<file path="src/rtl/mul_pkg.sv">
// Shared constants and FSM encoding for the multiplier dispatch stage and the multiplier bench.
package mul_pkg;
  localparam int MUL_W     = 32;
  localparam int MUL_DEPTH = 4;
  localparam int MUL_TAG_W = 4;

  typedef enum logic [1:0] {
    IDLE  = 2'd0,
    ISSUE = 2'd1,
    WAIT  = 2'd2
  } state_e;
endpackage

</file>
<file path="src/rtl/mul_dispatch_if.sv">
// Producer, multiplier and consumer signals of the dispatch stage in one bundle.
interface mul_dispatch_if
  import mul_pkg::*;
#(
  parameter int W     = MUL_W,
  parameter int TAG_W = MUL_TAG_W
);
  logic             in_valid;
  logic             in_ready;
  logic [W-1:0]     in_a;
  logic [W-1:0]     in_b;
  logic [TAG_W-1:0] in_tag;
  logic [W-1:0]     mul_a;
  logic [W-1:0]     mul_b;
  logic             mul_start;
  logic             mul_finish;
  logic [2*W-1:0]   mul_p;
  logic             out_valid;
  logic             out_ready;
  logic [2*W-1:0]   out_p;
  logic [TAG_W-1:0] out_tag;
  logic             busy;

  // slave = the dispatch block, master = its surroundings
  modport slave (
    input  in_valid, in_a, in_b, in_tag, mul_finish, mul_p, out_ready,
    output in_ready, mul_a, mul_b, mul_start, out_valid, out_p, out_tag, busy
  );
  modport master (
    output in_valid, in_a, in_b, in_tag, mul_finish, mul_p, out_ready,
    input  in_ready, mul_a, mul_b, mul_start, out_valid, out_p, out_tag, busy
  );
endinterface

</file>
<file path="src/rtl/sync_fifo.sv">
// Synchronous FIFO with registered count; head entry is visible on dout while non-empty.
module sync_fifo #(
  parameter int WIDTH = 8,
  parameter int DEPTH = 4
) (
  input  logic                     clk,
  input  logic                     rst_n,
  input  logic                     push,
  input  logic [WIDTH-1:0]         din,
  input  logic                     pop,
  output logic [WIDTH-1:0]         dout,
  output logic                     full,
  output logic                     empty,
  output logic [$clog2(DEPTH):0]   count
);
  localparam int AW = $clog2(DEPTH);

  logic [WIDTH-1:0] mem_q [DEPTH];
  logic [AW-1:0]    wr_ptr_q, wr_ptr_d, rd_ptr_q, rd_ptr_d;
  logic [AW:0]      count_q, count_d;

  always_comb begin
    wr_ptr_d = wr_ptr_q + AW'(push);
    rd_ptr_d = rd_ptr_q + AW'(pop);
    count_d  = count_q + (AW+1)'(push) - (AW+1)'(pop);
  end

  always_ff @(posedge clk or negedge rst_n) begin
    if (!rst_n) begin
      wr_ptr_q <= '0;
      rd_ptr_q <= '0;
      count_q  <= '0;
    end else begin
      wr_ptr_q <= wr_ptr_d;
      rd_ptr_q <= rd_ptr_d;
      count_q  <= count_d;
    end
  end

  // Storage is not reset: clearing the pointers is enough to discard it.
  always_ff @(posedge clk) begin
    if (push) mem_q[wr_ptr_q] <= din;
  end

  assign dout  = mem_q[rd_ptr_q];
  assign full  = (count_q == (AW+1)'(DEPTH));
  assign empty = (count_q == '0);
  assign count = count_q;
endmodule

</file>
<file path="src/rtl/mul_dispatch.sv">
// Queues operand pairs, issues them one at a time to the sequential multiplier and
// parks each product with its tag in a one-deep result register.
module mul_dispatch
  import mul_pkg::*;
#(
  parameter int W     = MUL_W,
  parameter int DEPTH = MUL_DEPTH,
  parameter int TAG_W = MUL_TAG_W
) (
  input logic           clk,
  input logic           rst_n,
  mul_dispatch_if.slave io
);
  localparam int EW = TAG_W + 2*W;
  localparam int CW = $clog2(DEPTH) + 1;

  logic          push, pop, full, empty;
  logic [EW-1:0] head;
  logic [CW-1:0] count;

  state_e           state_q, state_d;
  logic [W-1:0]     a_q, a_d, b_q, b_d;
  logic [TAG_W-1:0] tag_q, tag_d, out_tag_q, out_tag_d;
  logic             out_valid_q, out_valid_d;
  logic [2*W-1:0]   out_p_q, out_p_d;

  assign io.in_ready = (count < CW'(DEPTH));
  assign push        = io.in_valid && !full;

  sync_fifo #(.WIDTH(EW), .DEPTH(DEPTH)) u_fifo (
    .clk   (clk),
    .rst_n (rst_n),
    .push  (push),
    .din   ({io.in_tag, io.in_a, io.in_b}),
    .pop   (pop),
    .dout  (head),
    .full  (full),
    .empty (empty),
    .count (count)
  );

  always_ff @(posedge clk or negedge rst_n) begin
    if (!rst_n) begin
      state_q     <= IDLE;
      a_q         <= '0;
      b_q         <= '0;
      tag_q       <= '0;
      out_valid_q <= 1'b0;
      out_p_q     <= '0;
      out_tag_q   <= '0;
    end else begin
      state_q     <= state_d;
      a_q         <= a_d;
      b_q         <= b_d;
      tag_q       <= tag_d;
      out_valid_q <= out_valid_d;
      out_p_q     <= out_p_d;
      out_tag_q   <= out_tag_d;
    end
  end

  // Issue only into an empty result slot so a finish never clobbers an unread product.
  always_comb begin
    state_d = state_q;
    pop     = 1'b0;
    case (state_q)
      IDLE: if (!empty && !out_valid_q) begin
        pop     = 1'b1;
        state_d = ISSUE;
      end
      ISSUE:   state_d = WAIT;
      WAIT:    if (io.mul_finish) state_d = IDLE;
      default: state_d = IDLE;
    endcase
  end

  always_comb begin
    a_d         = a_q;
    b_d         = b_q;
    tag_d       = tag_q;
    out_valid_d = out_valid_q;
    out_p_d     = out_p_q;
    out_tag_d   = out_tag_q;
    if (pop) {tag_d, a_d, b_d} = head;
    if (state_q == WAIT && io.mul_finish) begin
      out_valid_d = 1'b1;
      out_p_d     = io.mul_p;
      out_tag_d   = tag_q;
    end else if (out_valid_q && io.out_ready) begin
      out_valid_d = 1'b0;
    end
  end

  assign io.mul_a     = a_q;
  assign io.mul_b     = b_q;
  assign io.mul_start = (state_q == ISSUE);
  assign io.busy      = (state_q != IDLE);
  assign io.out_valid = out_valid_q;
  assign io.out_p     = out_p_q;
  assign io.out_tag   = out_tag_q;
endmodule

</file>
<file path="src/flat_wrapper.sv">
// flat-port wrapper written by rule: the top's interface ports become plain ports
module mul_dispatch_flat import mul_pkg::*;
#(
  parameter int W     = MUL_W,
  parameter int DEPTH = MUL_DEPTH,
  parameter int TAG_W = MUL_TAG_W
)
  (clk, rst_n, io_in_valid, io_in_a, io_in_b, io_in_tag, io_mul_finish, io_mul_p, io_out_ready, io_in_ready, io_mul_a, io_mul_b, io_mul_start, io_out_valid, io_out_p, io_out_tag, io_busy);
  mul_dispatch_if #(.W(W), .TAG_W(TAG_W)) io_i ();
  input logic clk;
  input logic rst_n;
  input wire logic [$bits(io_i.in_valid)-1:0] io_in_valid;
  input wire logic [$bits(io_i.in_a)-1:0] io_in_a;
  input wire logic [$bits(io_i.in_b)-1:0] io_in_b;
  input wire logic [$bits(io_i.in_tag)-1:0] io_in_tag;
  input wire logic [$bits(io_i.mul_finish)-1:0] io_mul_finish;
  input wire logic [$bits(io_i.mul_p)-1:0] io_mul_p;
  input wire logic [$bits(io_i.out_ready)-1:0] io_out_ready;
  output wire logic [$bits(io_i.in_ready)-1:0] io_in_ready;
  output wire logic [$bits(io_i.mul_a)-1:0] io_mul_a;
  output wire logic [$bits(io_i.mul_b)-1:0] io_mul_b;
  output wire logic [$bits(io_i.mul_start)-1:0] io_mul_start;
  output wire logic [$bits(io_i.out_valid)-1:0] io_out_valid;
  output wire logic [$bits(io_i.out_p)-1:0] io_out_p;
  output wire logic [$bits(io_i.out_tag)-1:0] io_out_tag;
  output wire logic [$bits(io_i.busy)-1:0] io_busy;
  assign io_i.in_valid = io_in_valid;
  assign io_i.in_a = io_in_a;
  assign io_i.in_b = io_in_b;
  assign io_i.in_tag = io_in_tag;
  assign io_i.mul_finish = io_mul_finish;
  assign io_i.mul_p = io_mul_p;
  assign io_i.out_ready = io_out_ready;
  assign io_in_ready = io_i.in_ready;
  assign io_mul_a = io_i.mul_a;
  assign io_mul_b = io_i.mul_b;
  assign io_mul_start = io_i.mul_start;
  assign io_out_valid = io_i.out_valid;
  assign io_out_p = io_i.out_p;
  assign io_out_tag = io_i.out_tag;
  assign io_busy = io_i.busy;
  mul_dispatch #(.W(W), .DEPTH(DEPTH), .TAG_W(TAG_W)) u_core (.clk(clk), .rst_n(rst_n), .io(io_i));
endmodule
</file>
<file path="config.mk">
export PLATFORM = sky130hd
export DESIGN_NAME = mul_dispatch_flat
export DESIGN_NICKNAME = d
export VERILOG_FILES = /design/src/rtl/mul_pkg.sv /design/src/rtl/mul_dispatch_if.sv /design/src/rtl/sync_fifo.sv /design/src/rtl/mul_dispatch.sv /design/src/flat_wrapper.sv
export SDC_FILE = /design/constraint.sdc
export NUM_CORES = 1
export LEC_CHECK = 0
export ABC_AREA = 1
export BUFFER_PORTS_ARGS = -buffer_cell sky130_fd_sc_hd__buf_4
export CAP_MARGIN = 20
export CORE_MARGIN = 2
export CORE_UTILIZATION = 59
export CTS_BUF_LIST = sky130_fd_sc_hd__clkbuf_2
export DETAILED_ROUTE_END_ITERATION = 8
export GPL_ROUTABILITY_DRIVEN = 0
export GPL_TIMING_DRIVEN = 0
export PLACE_DENSITY = 0.83
export SLEW_MARGIN = 20
export SYNTH_ARGS = -nofsm -noshare
export SYNTH_HDL_FRONTEND = slang
export SYNTH_SLANG_ARGS = --single-unit
</file>
<file path="constraint.sdc">
create_clock -name clk -period 6.98 [get_ports clk]
set_input_delay 0.349 -clock clk [delete_from_list [all_inputs] [get_ports clk]]
set_output_delay 0.349 -clock clk [all_outputs]
set_load 0.02 [all_outputs]
</file>
==> results.md, run 1 <==
- LEAKAGE: 11.4 nW
- Initial Util: 59.8%
- Share of cells above drive strength 1: 23.7%
- Post-synth top area cell: edfxtp_1
- Syn nets: 1834
- Gr ovfl total: 0
- Setup Skew: 109 ps
- Sequential element share of the synthesized area: 68.9%
- Crit-path slowest cell: nor3_2
- Routed len/inst: 17.8 um
- GR Util All Layers: 31.7%
- Pre-CTS setup slack: 4270 ps
- DRC viols: 0
- Drt first pass iters: 7
- Global-route wire length before repair: 73900 um
- Area of the core: 0.0287 mm^2
- Routed Antenna Nets: 0
- Setup CP Type: reg -> reg
- Worst slew pin tran: 878 ps
- Finish-stage setup viols: 0
- Fin nets: 2385
- Die H: 175 um
- Largest cells by area after synthesis: edfxtp_1, dfrtp_1, nand2_1
- Slew margin rel.: 41.1%
- DRT Wirelength: 48200 um
- Setup TNS: 0 ps
- HP Class: in -> reg
- Die X: 175 um
- Post-detail-place hpwl: 30200 um
- Yosys warnings: 0
- Largest net degree at the start of global routing: 69
- RSZ-0062 raised after global routing: no
- GR peak layer: met2
- IO buf count: 272
- Mean post-synth cell area: 10.1 um^2
- Reg area: 0.0118 mm^2
- Crit path top cell by count: buf_6
- Synthesis-to-layout area growth: 30.6%
- Max-cap violation count: 0
- # clock sinks: 418
- Iter 0 DRT Violations: 1113
- Clk root buf: clkbuf_2
- Fmax: 367 MHz
- CP endpoint kind: register
- Filler cell count: 1690
- Synthesized cell area: 0.0172 mm^2
- Footprint of the multi-input gates: 0.00355 mm^2
- Io pins: 273
- Met2 Use GR: 55.3%
- Total Die Area: 0.0305 mm^2
- Via count: 13800
- Yosys cell types: 24
- GRT met1 Usage: 36.0%
- Row count: 62
- Number of global-route vias before repair: 14000
- Clock Latency Late Sink: 940 ps
- Power Density: 422 mW/mm^2
- Vias per cell: 5.08
- Post-route total power: 9.46 mW
- Cells after Synth: 1694
- CP bufs+invs: 6
- CTS tree: built
- Num CTS Buffers: 100
- Postcts setup bufs: 0
- Met3 usage: 7.52%
- Post-layout minimum cycle time: 2730 ps
- FF+latch count, synth: 418
- Final WS setup: 4250 ps
- Largest stage delay, worst path: 610 ps
- Worst-path cell chain: nor2_1 > nand2_1 > nand2_1 > nor3_2 > buf_6 > buf_6 > buf_4 > buf_6 > buf_6 > buf_4
- H-tree depth: 3
- CTS resizes: 0
- Initial antenna violation count: 3
- Final Cycle Share: 39.1%
- Fin. Hold Viols: 0
- CP Max Fanout: 9
- Startpoint Class: register
- Status: complete, no violations
- VDD IR max: 0.000228 V
- Crit path required time: 7550 ps
- Clk slew on worst S/H paths: 130 ps
- Buffer levels on the longest clock path: 3
- Final Max Tran Viols: 0
- CP arrival: 3300 ps
- Post-synth top area share: 47.6%
- CP delay by family, top: buffers and inverters
==> what timing repair did <==
action                                  CTS  global route
hold buffers                            139             0
endpoints found under the setup margin    0             0
hold endpoints to repair                489             0
==> state kept, by name, summed over array words and instances (netlist names) <==
register and flops:
u_core.tag_q 4, u_core.u_fifo.rd_ptr_q 2, u_core.io.out_valid 1, u_core.io.out_tag 4, u_core.io.out_p 64, u_core.u_fifo.mem_q 272, u_core.u_fifo.wr_ptr_q 2, u_core.io.mul_a 32
u_core.u_fifo.count 3, u_core.io.mul_b 32, u_core.state_q 2
==> power by group <==
| part | internal (mW) | switching (mW) |
|---|---|---|
| Clock | 0.631 | 0.967 |
| Combinational | 1.46 | 2.64 |
| Sequential | 3.41 | 0.347 |
| Total | 5.50 | 3.96 |
==> cell type report <==
| type | count | share of cell area (%) |
|---|---|---|
| diodes | 2 | 0.0223 |
| plain buffers | 75 | 2.19 |
| clock buffers | 154 | 3.44 |
| clock inverters | 31 | 0.759 |
| inverters | 351 | 5.88 |
| multi-input cells | 850 | 15.8 |
| flip-flops and latches | 418 | 52.8 |
| well taps | 384 | 2.14 |
| repair buffers | 449 | 17.0 |
==> per-stage QoR <==
stage / hold slack [ps] / utilization [%] / std cells / cell area (um^2)
after CTS: 65.0 / 78.1 / 2712 / 22400
after global routing: 96.1 / 78.1 / 2714 / 22400
after floorplan: 53.4 / - / 1694 / 17200
after detailed placement: 404 / 69.9 / 2388 / 20100
final: 162 / 78.1 / 2714 / 22400
after global placement: 463 / 68.6 / 2350 / 19700
==> layer usage <==
metal  part of all wire [%]  vias to the layer above  wire length (um)
li1                       -                     6411                 -
met1                     35                     6455             17000
met2                     51                      773             24500
met3                    9.2                      147              4440
met4                    4.7                        2              2270
met5                  0.027                        -                13
==> cells by family (layout without fill, tap and decap cells) <==
logic type               after synthesis  after routing  synth area share (%)
XOR/XNOR                               3              3                 0.153
other                                  0              2                     0
AO/OA/AOI/OAI                         70             70                  2.06
flip-flops                           418            418                  68.9
buffers and inverters                426           1060                  10.5
adder cells (fa/ha/maj)                3              3                 0.263
AND/OR/NAND/NOR                      774            774                  18.1
==> final timing paths <==
check,depth (start not counted),slack [ps],to,from
worst max-delay path,10,4250,u_core.u_fifo.mem_q[3][8],u_core.u_fifo.count[1]
worst min-delay path,2,160,u_core.u_fifo.mem_q[1][4],io_in_b[4]
worst max register to register,10,4250,u_core.u_fifo.mem_q[3][8],u_core.u_fifo.count[1]
worst min register to register,2,490,u_core.io.mul_a[26],u_core.io.mul_a[26]
max in group asynchronous,4,5710,u_core.io.out_p[37],rst_n
min in group asynchronous,3,550,u_core.io.mul_b[16],rst_n
==> cells in the mapped netlist (all sizes together) <==
| cell | count |
|---|---|
| nor2 | 4 |
| nor3 | 4 |
| xor2 | 2 |
| ha | 2 |
| buf | 66 |
| edfxtp | 272 |
| nand4 | 1 |
| o21bai | 1 |
| nand2 | 626 |
| dfrtp | 146 |
| o21ai | 69 |
| fa | 1 |
| clkbuf | 9 |
| inv | 351 |
| nand3 | 139 |
| xnor2 | 1 |
==> placed cells by master, fill, tap and decap left out <==
| cell type | count |
|---|---|
| edfxtp_1 | 272 |
| nor2_1 | 2 |
| nand2_1 | 624 |
| inv_1 | 345 |
| ha_1 | 2 |
| clkinv_4 | 2 |
| nand3_1 | 139 |
| clkinvlp_4 | 2 |
| buf_12 | 1 |
| nand2_2 | 2 |
| dfrtp_1 | 146 |
| nor3_2 | 4 |
| o21ai_0 | 39 |
| bufinv_16 | 1 |
| o21ai_1 | 30 |
| xor2_1 | 2 |
| clkbuf_2 | 154 |
| buf_4 | 313 |
| nor2_2 | 1 |
| buf_6 | 27 |
| dlygate4sd3_1 | 138 |
| diode_2 | 2 |
| buf_1 | 4 |
| fa_1 | 1 |
| buf_2 | 30 |
| nor2_4 | 1 |
| clkbuf_1 | 9 |
| buf_8 | 1 |
| buf_16 | 1 |
| inv_2 | 7 |
| clkinv_1 | 20 |
| xnor2_1 | 1 |
| o21bai_1 | 1 |
| nand4_1 | 1 |
| clkinv_2 | 4 |
| inv_6 | 1 |
(Power assumes the default switching activity.)
==> run 2, diff against run 1 <==
==> constraint.sdc (replaced) <==
create_clock -name clk -period 2.55 [get_ports clk]
set_input_delay 0.1275 -clock clk [delete_from_list [all_inputs] [get_ports clk]]
set_output_delay 0.1275 -clock clk [all_outputs]
set_load 0.02 [all_outputs]
==> run 2 against run 1 <==
Net effect: global-route usage rose by 3.1 points; worst setup slack got worse by 4200 ps; non-clock buffer count rose by 101; fmax rose by 9.2%; via count rose by 7.9%; critical path depth fell by 1; cell count rose by 3.6%; wire length rose by 12%; flip-flop and latch count did not move; die area did not move; critical path type unchanged.
==> results.md, run 2 (same netlist as run 1, synthesis figures left out) <==
- Via count: 14900 (+7.9%)
- VDD IR max: 0.000547 V (+140%)
- Initial Util: 59.8% (unchanged)
- Final Cycle Share: 97.9% (+59 points)
- Power Density: 1120 mW/mm^2 (+170%)
- Post-route total power: 26.5 mW (+180%)
- DRC viols: 0 (unchanged)
- Fin. Hold Viols: 0 (unchanged)
- CP arrival: 3080 ps (-220 ps)
- Row count: 62 (unchanged)
- Max-cap violation count: 0 (unchanged)
- GR Util All Layers: 34.8% (+3.1 points)
- DRT Wirelength: 54000 um (+12%)
- Buffer levels on the longest clock path: 3 (unchanged)
- Finish-stage setup viols: 0 (unchanged)
- Setup CP Type: reg -> reg
- Fin nets: 2483 (+4.1%)
- CTS tree: built
- Placement Cell Area: 0.0202 mm^2 (+0.52%)
- Largest net degree at the start of global routing: 96 (+39%)
- Post-detail-place hpwl: 30600 um (+1.4%)
- Io pins: 273 (unchanged)
- Commonest non-fill, non-tap cells in the layout: nand2_1, inv_1, buf_4, edfxtp_1, dlygate4sd3_1
- Post-layout minimum cycle time: 2500 ps (-231 ps)
- Clock network power share: 16.1% (-0.8 points)
- Startpoint Class: register
- IO buf count: 272 (unchanged)
- Routed Antenna Nets: 0 (unchanged)
- Most common cell after layout, fill and taps aside: nand2_1
- Routed len/inst: 19.2 um (+8.1%)
- Most flops, register: u_core.u_fifo.mem_q
- CP Max Fanout: 13 (+4)
- Gate power share: 44.7% (+1.3 points)
- Vias per cell: 5.29 (+4.1%)
- Die H: 175 um (unchanged)
- Drt first pass iters: 6 (-1)
- Fmax: 400 MHz (+9.2%)
- Sw Pwr: 11.4 mW (+190%)
- Final Non-Filler Cells: 2813 (+3.6%)
- Placed cells: 2376 (-0.50%)
- P_int: 15.1 mW (+170%)
- Switching portion of total power: 43.1% (+1.2 points)
- Clk root buf: clkbuf_2
- CP endpoint kind: register
- Slew margin rel.: 56.1% (+15 points)
- Clock Latency Late Sink: 970 ps (+30 ps)
- Largest register FFs: 272 (unchanged)
- Crit path required time: 3130 ps (-4420 ps)
- Final Max Tran Viols: 0 (unchanged)
- Status: complete, no violations
- Setup Skew: 88.2 ps (-21.3 ps)
- LEAKAGE: 11.9 nW (+3.8%)
- Initial antenna violation count: 3 (unchanged)
- Die X: 175 um (unchanged)
- Gr ovfl total: 0 (unchanged)
- Seq pwr share: 39.2% (-0.5 points)
- Final Cell Area: 0.0236 mm^2 (+5.3%)
- Area of the core: 0.0287 mm^2 (unchanged)
- Number of global-route vias before repair: 15300 (+8.9%)
- Share of cells above drive strength 1: 21.9% (-1.8 points)
- Filler cell count: 1488 (-12%)
- Postcts setup bufs: 0 (unchanged)
- # clock sinks: 418 (unchanged)
- Clk slew on worst S/H paths: 110 ps (-20 ps)
- Synthesis-to-layout area growth: 37.6%
- Num CTS Buffers: 97 (-3.0%)
- Total Die Area: 0.0305 mm^2 (unchanged)
- HP Class: in -> reg
- Worst slew pin tran: 656 ps (-222 ps)
- Iter 0 DRT Violations: 1514 (+36%)
- Global-route wire length before repair: 80900 um (+9.4%)
- RSZ-0062 raised after global routing: no
- H-tree depth: 3 (unchanged)
[run 2: cell count changes in the layout (fill, tap and decap cells not counted), sizes merged]
cell | before | now
dlygate4sd3 | 138 | 251
clkbuf | 163 | 145
clkinv | 26 | 42
buf | 377 | 365
bufinv | 1 | 0
inv | 353 | 354
[run 2: path summary, 6_finish.rpt]
path / start / to / slack [ps] / cells after the start
hold reg to reg: u_core.io.mul_b[5] / u_core.io.mul_b[5] / 490 / 2
setup reg to reg: u_core.u_fifo.count[2] / u_core.u_fifo.mem_q[3][60] / 50 / 9
hold / removal: io_mul_p[57] / u_core.io.out_p[57] / 50 / 4
min in group asynchronous: rst_n / u_core.io.out_p[45] / 320 / 4
max in group asynchronous: rst_n / u_core.io.mul_a[28] / 1650 / 4
setup / recovery: u_core.u_fifo.count[2] / u_core.u_fifo.mem_q[3][60] / 50 / 9
[run 2: power by group through the flow]
stage | Combinational (mW) | Clock (mW) | Sequential [mW]
5_1_grt | 12.7 | 4.65 | 10.5
2_1_floorplan | 5.21 | 0 | 11.4
4_1_cts | 11.4 | 4.21 | 10.2
6_report | 11.9 | 4.27 | 10.4
3_3_place_gp | 10.2 | 0 | 10.4
3_5_place_dp | 10.9 | 0 | 10.4
[run 2: final cells by class]
cell class,count,area (um^2),area share [%]
tap,384,480,2.04
sequential,418,11800,50.1
timing repair buffer,550,5010,21.2
inverter,351,1320,5.58
clock inverter,47,206,0.875
multi-input combinational,850,3590,15.2
buffer,75,492,2.08
antenna,2,5.00,0.0212
clock buffer,136,681,2.88
[run 2: worst max-delay path, cell delays in order (launching register included)]
cell and delay [ps]:
dfrtp_1 430, nand2_1 120, nand2_4 110, nor3_4 390, buf_8 210, buf_8 170, buf_16 160, buf_8 180
buf_8 170, buf_8 180
[run 2: timing repair]
action,CTS,global route
hold buffers,247,5
setup endpoints to repair,0,1
endpoints found under the hold margin,578,8
resized for setup,0,1
[run 2: per-stage QoR]
step / utilization (%) / setup WS [ps] / setup TNS [ps] / hold slack [ps]
6_report: 82.2 / 52.9 / 0 / 51.7
5_1_grt: 82.2 / 16.8 / 0 / 0.286
4_1_cts: 82.0 / 89.7 / 0 / 0.709
3_5_place_dp: 70.3 / 125 / 0 / 81.7
3_3_place_gp: 68.8 / -1380 / -367330 / 314
2_1_floorplan: - / -173 / -37580 / -168
[run 2: routing by layer]
metal | wire length [um] | track usage (%) | share of wire, %
met5 | 13 | 0 | 0.024
met2 | 27000 | 59.8 | 50
met1 | 17800 | 38.5 | 33
met4 | 3490 | 23.6 | 6.5
met3 | 5680 | 8.44 | 11
==> run 3, diff against run 2 <==
--- a/config.mk
+++ b/config.mk
@@ -8,7 +8,6 @@
 export ABC_AREA = 1
 export BUFFER_PORTS_ARGS = -buffer_cell sky130_fd_sc_hd__buf_4
 export CAP_MARGIN = 20
-export CORE_MARGIN = 2
 export CORE_UTILIZATION = 59
 export CTS_BUF_LIST = sky130_fd_sc_hd__clkbuf_2
 export DETAILED_ROUTE_END_ITERATION = 8
==> constraint.sdc (replaced) <==
create_clock -name clk -period 2.55 [get_ports clk]
set_input_delay 0.1275 -clock clk [delete_from_list [all_inputs] [get_ports clk]]
set_output_delay 0.1275 -clock clk [all_outputs]
set_load 0.1 [all_outputs]
==> run 3 against run 2 <==
Net effect: worst setup slack better by 140 ps; largest cell class unchanged; first-iteration DRC count increased by 2.6%; cell count about the same; clock skew up 8.7 ps; via count is 2.0% lower; cell area is 0.17% higher; wire length shrank 4.0%; die area is 2.3% lower; non-clock buffer count up 2; critical path depth rose by 2; register-to-register slack improved by 140 ps.
==> results.md, run 3 (same netlist as run 1, synthesis figures left out) <==
- CTS tree: built
- Die X: 173 um (-1.1%)
- Largest net degree at the start of global routing: 80 (-17%)
- Internal reg-to-reg setup slack: 200 ps (+140 ps)
- Gr ovfl total: 0 (unchanged)
- Final Max Tran Viols: 0 (unchanged)
- Share of cells above drive strength 1: 21.8% (-0.14 points)
- Commonest non-fill, non-tap cells in the layout: nand2_1, inv_1, buf_4, edfxtp_1, dlygate4sd3_1
- Area of the core: 0.0286 mm^2 (-0.27%)
- Hold depth: 4 (unchanged)
- Hold_sp: io_mul_p[2]
- Finish-stage setup viols: 0 (unchanged)
- DRC viols: 0 (unchanged)
- RR Startpoint: u_core.state_q[1]
- Initial Util: 59.9% (+0.16 points)
- Max-cap violation count: 0 (unchanged)
- Number of global-route vias before repair: 15000 (-1.9%)
- Synthesis-to-layout area growth: 37.8%
- Postcts setup bufs: 0 (unchanged)
- Largest register FFs: 272 (unchanged)
- Post-detail-place hpwl: 29400 um (-4.0%)
- Clk slew on worst S/H paths: 110 ps (about the same)
- Crit path top cell by count: nand2_1
- Row count: 62 (unchanged)
- Clock Latency Late Sink: 940 ps (-30 ps)
- CP endpoint kind: register
- Final Cycle Share: 92.3% (-5.6 points)
- CP Max Fanout: 10 (-3)
- Final Non-Filler Cells: 2811 (-0.071%)
- Post-layout minimum cycle time: 2350 ps (-144 ps)
- Io pins: 273 (unchanged)
- Placed cells: 2373 (-0.13%)
- WHS: 47.0 ps (-4.74 ps)
- CP bufs+invs: 2 (-4)
- Vias per cell: 5.19 (-1.9%)
- Die H: 173 um (-1.1%)
- Largest stage delay, worst path: 430 ps (about the same)
- Crit-path slowest cell: dfrtp_1
- CP delay by family, top: adder cells
- IO buf count: 272 (unchanged)
- Fmax: 425 MHz (+6.1%)
- Worst Reg2Reg Path Length in Cells: 11 (+2)
- HP Class: in -> reg
- H-tree depth: 3 (unchanged)
- Num CTS Buffers: 96 (-1.0%)
- Clk root buf: clkbuf_2
- # clock sinks: 418 (unchanged)
- Setup Skew: 96.9 ps (+8.73 ps)
- Fin. Hold Viols: 0 (unchanged)
- GR Util All Layers: 35.2% (+0.40 points)
- Iter 0 DRT Violations: 1554 (+2.6%)
- Slew margin rel.: 47.9% (-8.2 points)
- Setup CP Type: reg -> reg
- CP arrival: 3170 ps (+90 ps)
- Total Die Area: 0.0298 mm^2 (-2.3%)
- Critical R2R Capture: u_core.u_fifo.count[2]
- Most flops, register: u_core.u_fifo.mem_q
- Most common cell after layout, fill and taps aside: nand2_1
- Routed Antenna Nets: 0 (unchanged)
- Fin nets: 2484 (+0.040%)
- Buffer levels on the longest clock path: 3 (unchanged)
- Via count: 14600 (-2.0%)
- Global-route wire length before repair: 80100 um (-0.99%)
- Worst slew pin tran: 779 ps (+122 ps)
- Routed len/inst: 18.5 um (-3.9%)
- Initial antenna violation count: 3 (unchanged)
- Hold EP: u_core.io.out_p[2]
- Status: complete, no violations
- Drt first pass iters: 6 (unchanged)
- Startpoint Class: register
- Worst-path cell chain: inv_2 > nand2_2 > nor2_2 > nand2_4 > buf_4 > nand2_1 > nand2_1 > ha_1 > fa_1 > xnor2_1 > xor2_1
- RSZ-0062 raised after global routing: no
- DRT Wirelength: 51900 um (-4.0%)
- Crit path required time: 3370 ps (+240 ps)
-- run 3: changes by cell type in the layout (fill, tap and decap cells not counted), sizes merged --
cell	previous run	this run
buf	365	361
bufinv	0	3
clkbuf	145	150
clkinv	42	32
diode	2	3
dlygate4sd3	251	257
inv	354	351
-- run 3: what timing repair did --
| item | CTS | global route |
|---|---|---|
| endpoints found under the setup margin | 0 | 1 |
| resized for setup | 0 | 3 |
| hold buffers | 256 | 1 |
| hold endpoints to repair | 613 | 1 |
-- run 3: layer usage --
layer | track usage, % | vias up | routed length (um)
li1 | - | 6589 | -
met1 | 41.3 | 6829 | 18000
met2 | 59.7 | 967 | 25700
met3 | 6.96 | 199 | 4910
met4 | 22.5 | 0 | 3230
met5 | 0 | - | 0
-- run 3: worst min-delay path, stage by stage --
cell	delay, ps
dlygate4sd3_1	550
buf_4	140
inv_1	40
o21ai_0	80
-- run 3: cell type report --
type                            count  area, um^2
Sequential cell                   418       11800
Timing Repair Buffer              552        4980
Fill cell                        1454        4980
Multi-Input combinational cell    850        3590
Inverter                          351        1320
Clock buffer                      141         706
Buffer                             75         494
Tap cell                          384         480
Clock inverter                     37         240
Antenna cell                        3        7.51
-- run 3: how the worst max path moves through the flow --
stage,cells after the start,endpoint,startpoint
CTS,11,u_core.u_fifo.count[2],u_core.state_q[1]
global placement,4,u_core.u_fifo.mem_q[2][18],u_core.u_fifo.count[1]
finish,11,u_core.u_fifo.count[2],u_core.state_q[1]
floorplan,4,u_core.u_fifo.mem_q[0][0],u_core.u_fifo.count[1]
global route,11,u_core.u_fifo.count[2],u_core.state_q[1]
detailed placement,11,u_core.u_fifo.count[2],u_core.state_q[1]
-- run 3: per-stage QoR --
step	utilization [%]	area, um^2	TNS [ps]	setup WS (ps)
2_1_floorplan	-	17200	-37580	-173
3_3_place_gp	69.0	19700	-367370	-1370
3_5_place_dp	70.3	20100	0	189
4_1_cts	82.5	23600	0	146
5_1_grt	82.6	23600	0	23.3
6_report	82.6	23600	0	197
Power of run 3 is left out: the tool's default activity adds up to more than one toggle a clock period on the data nets, which glitch-free logic cannot reach.
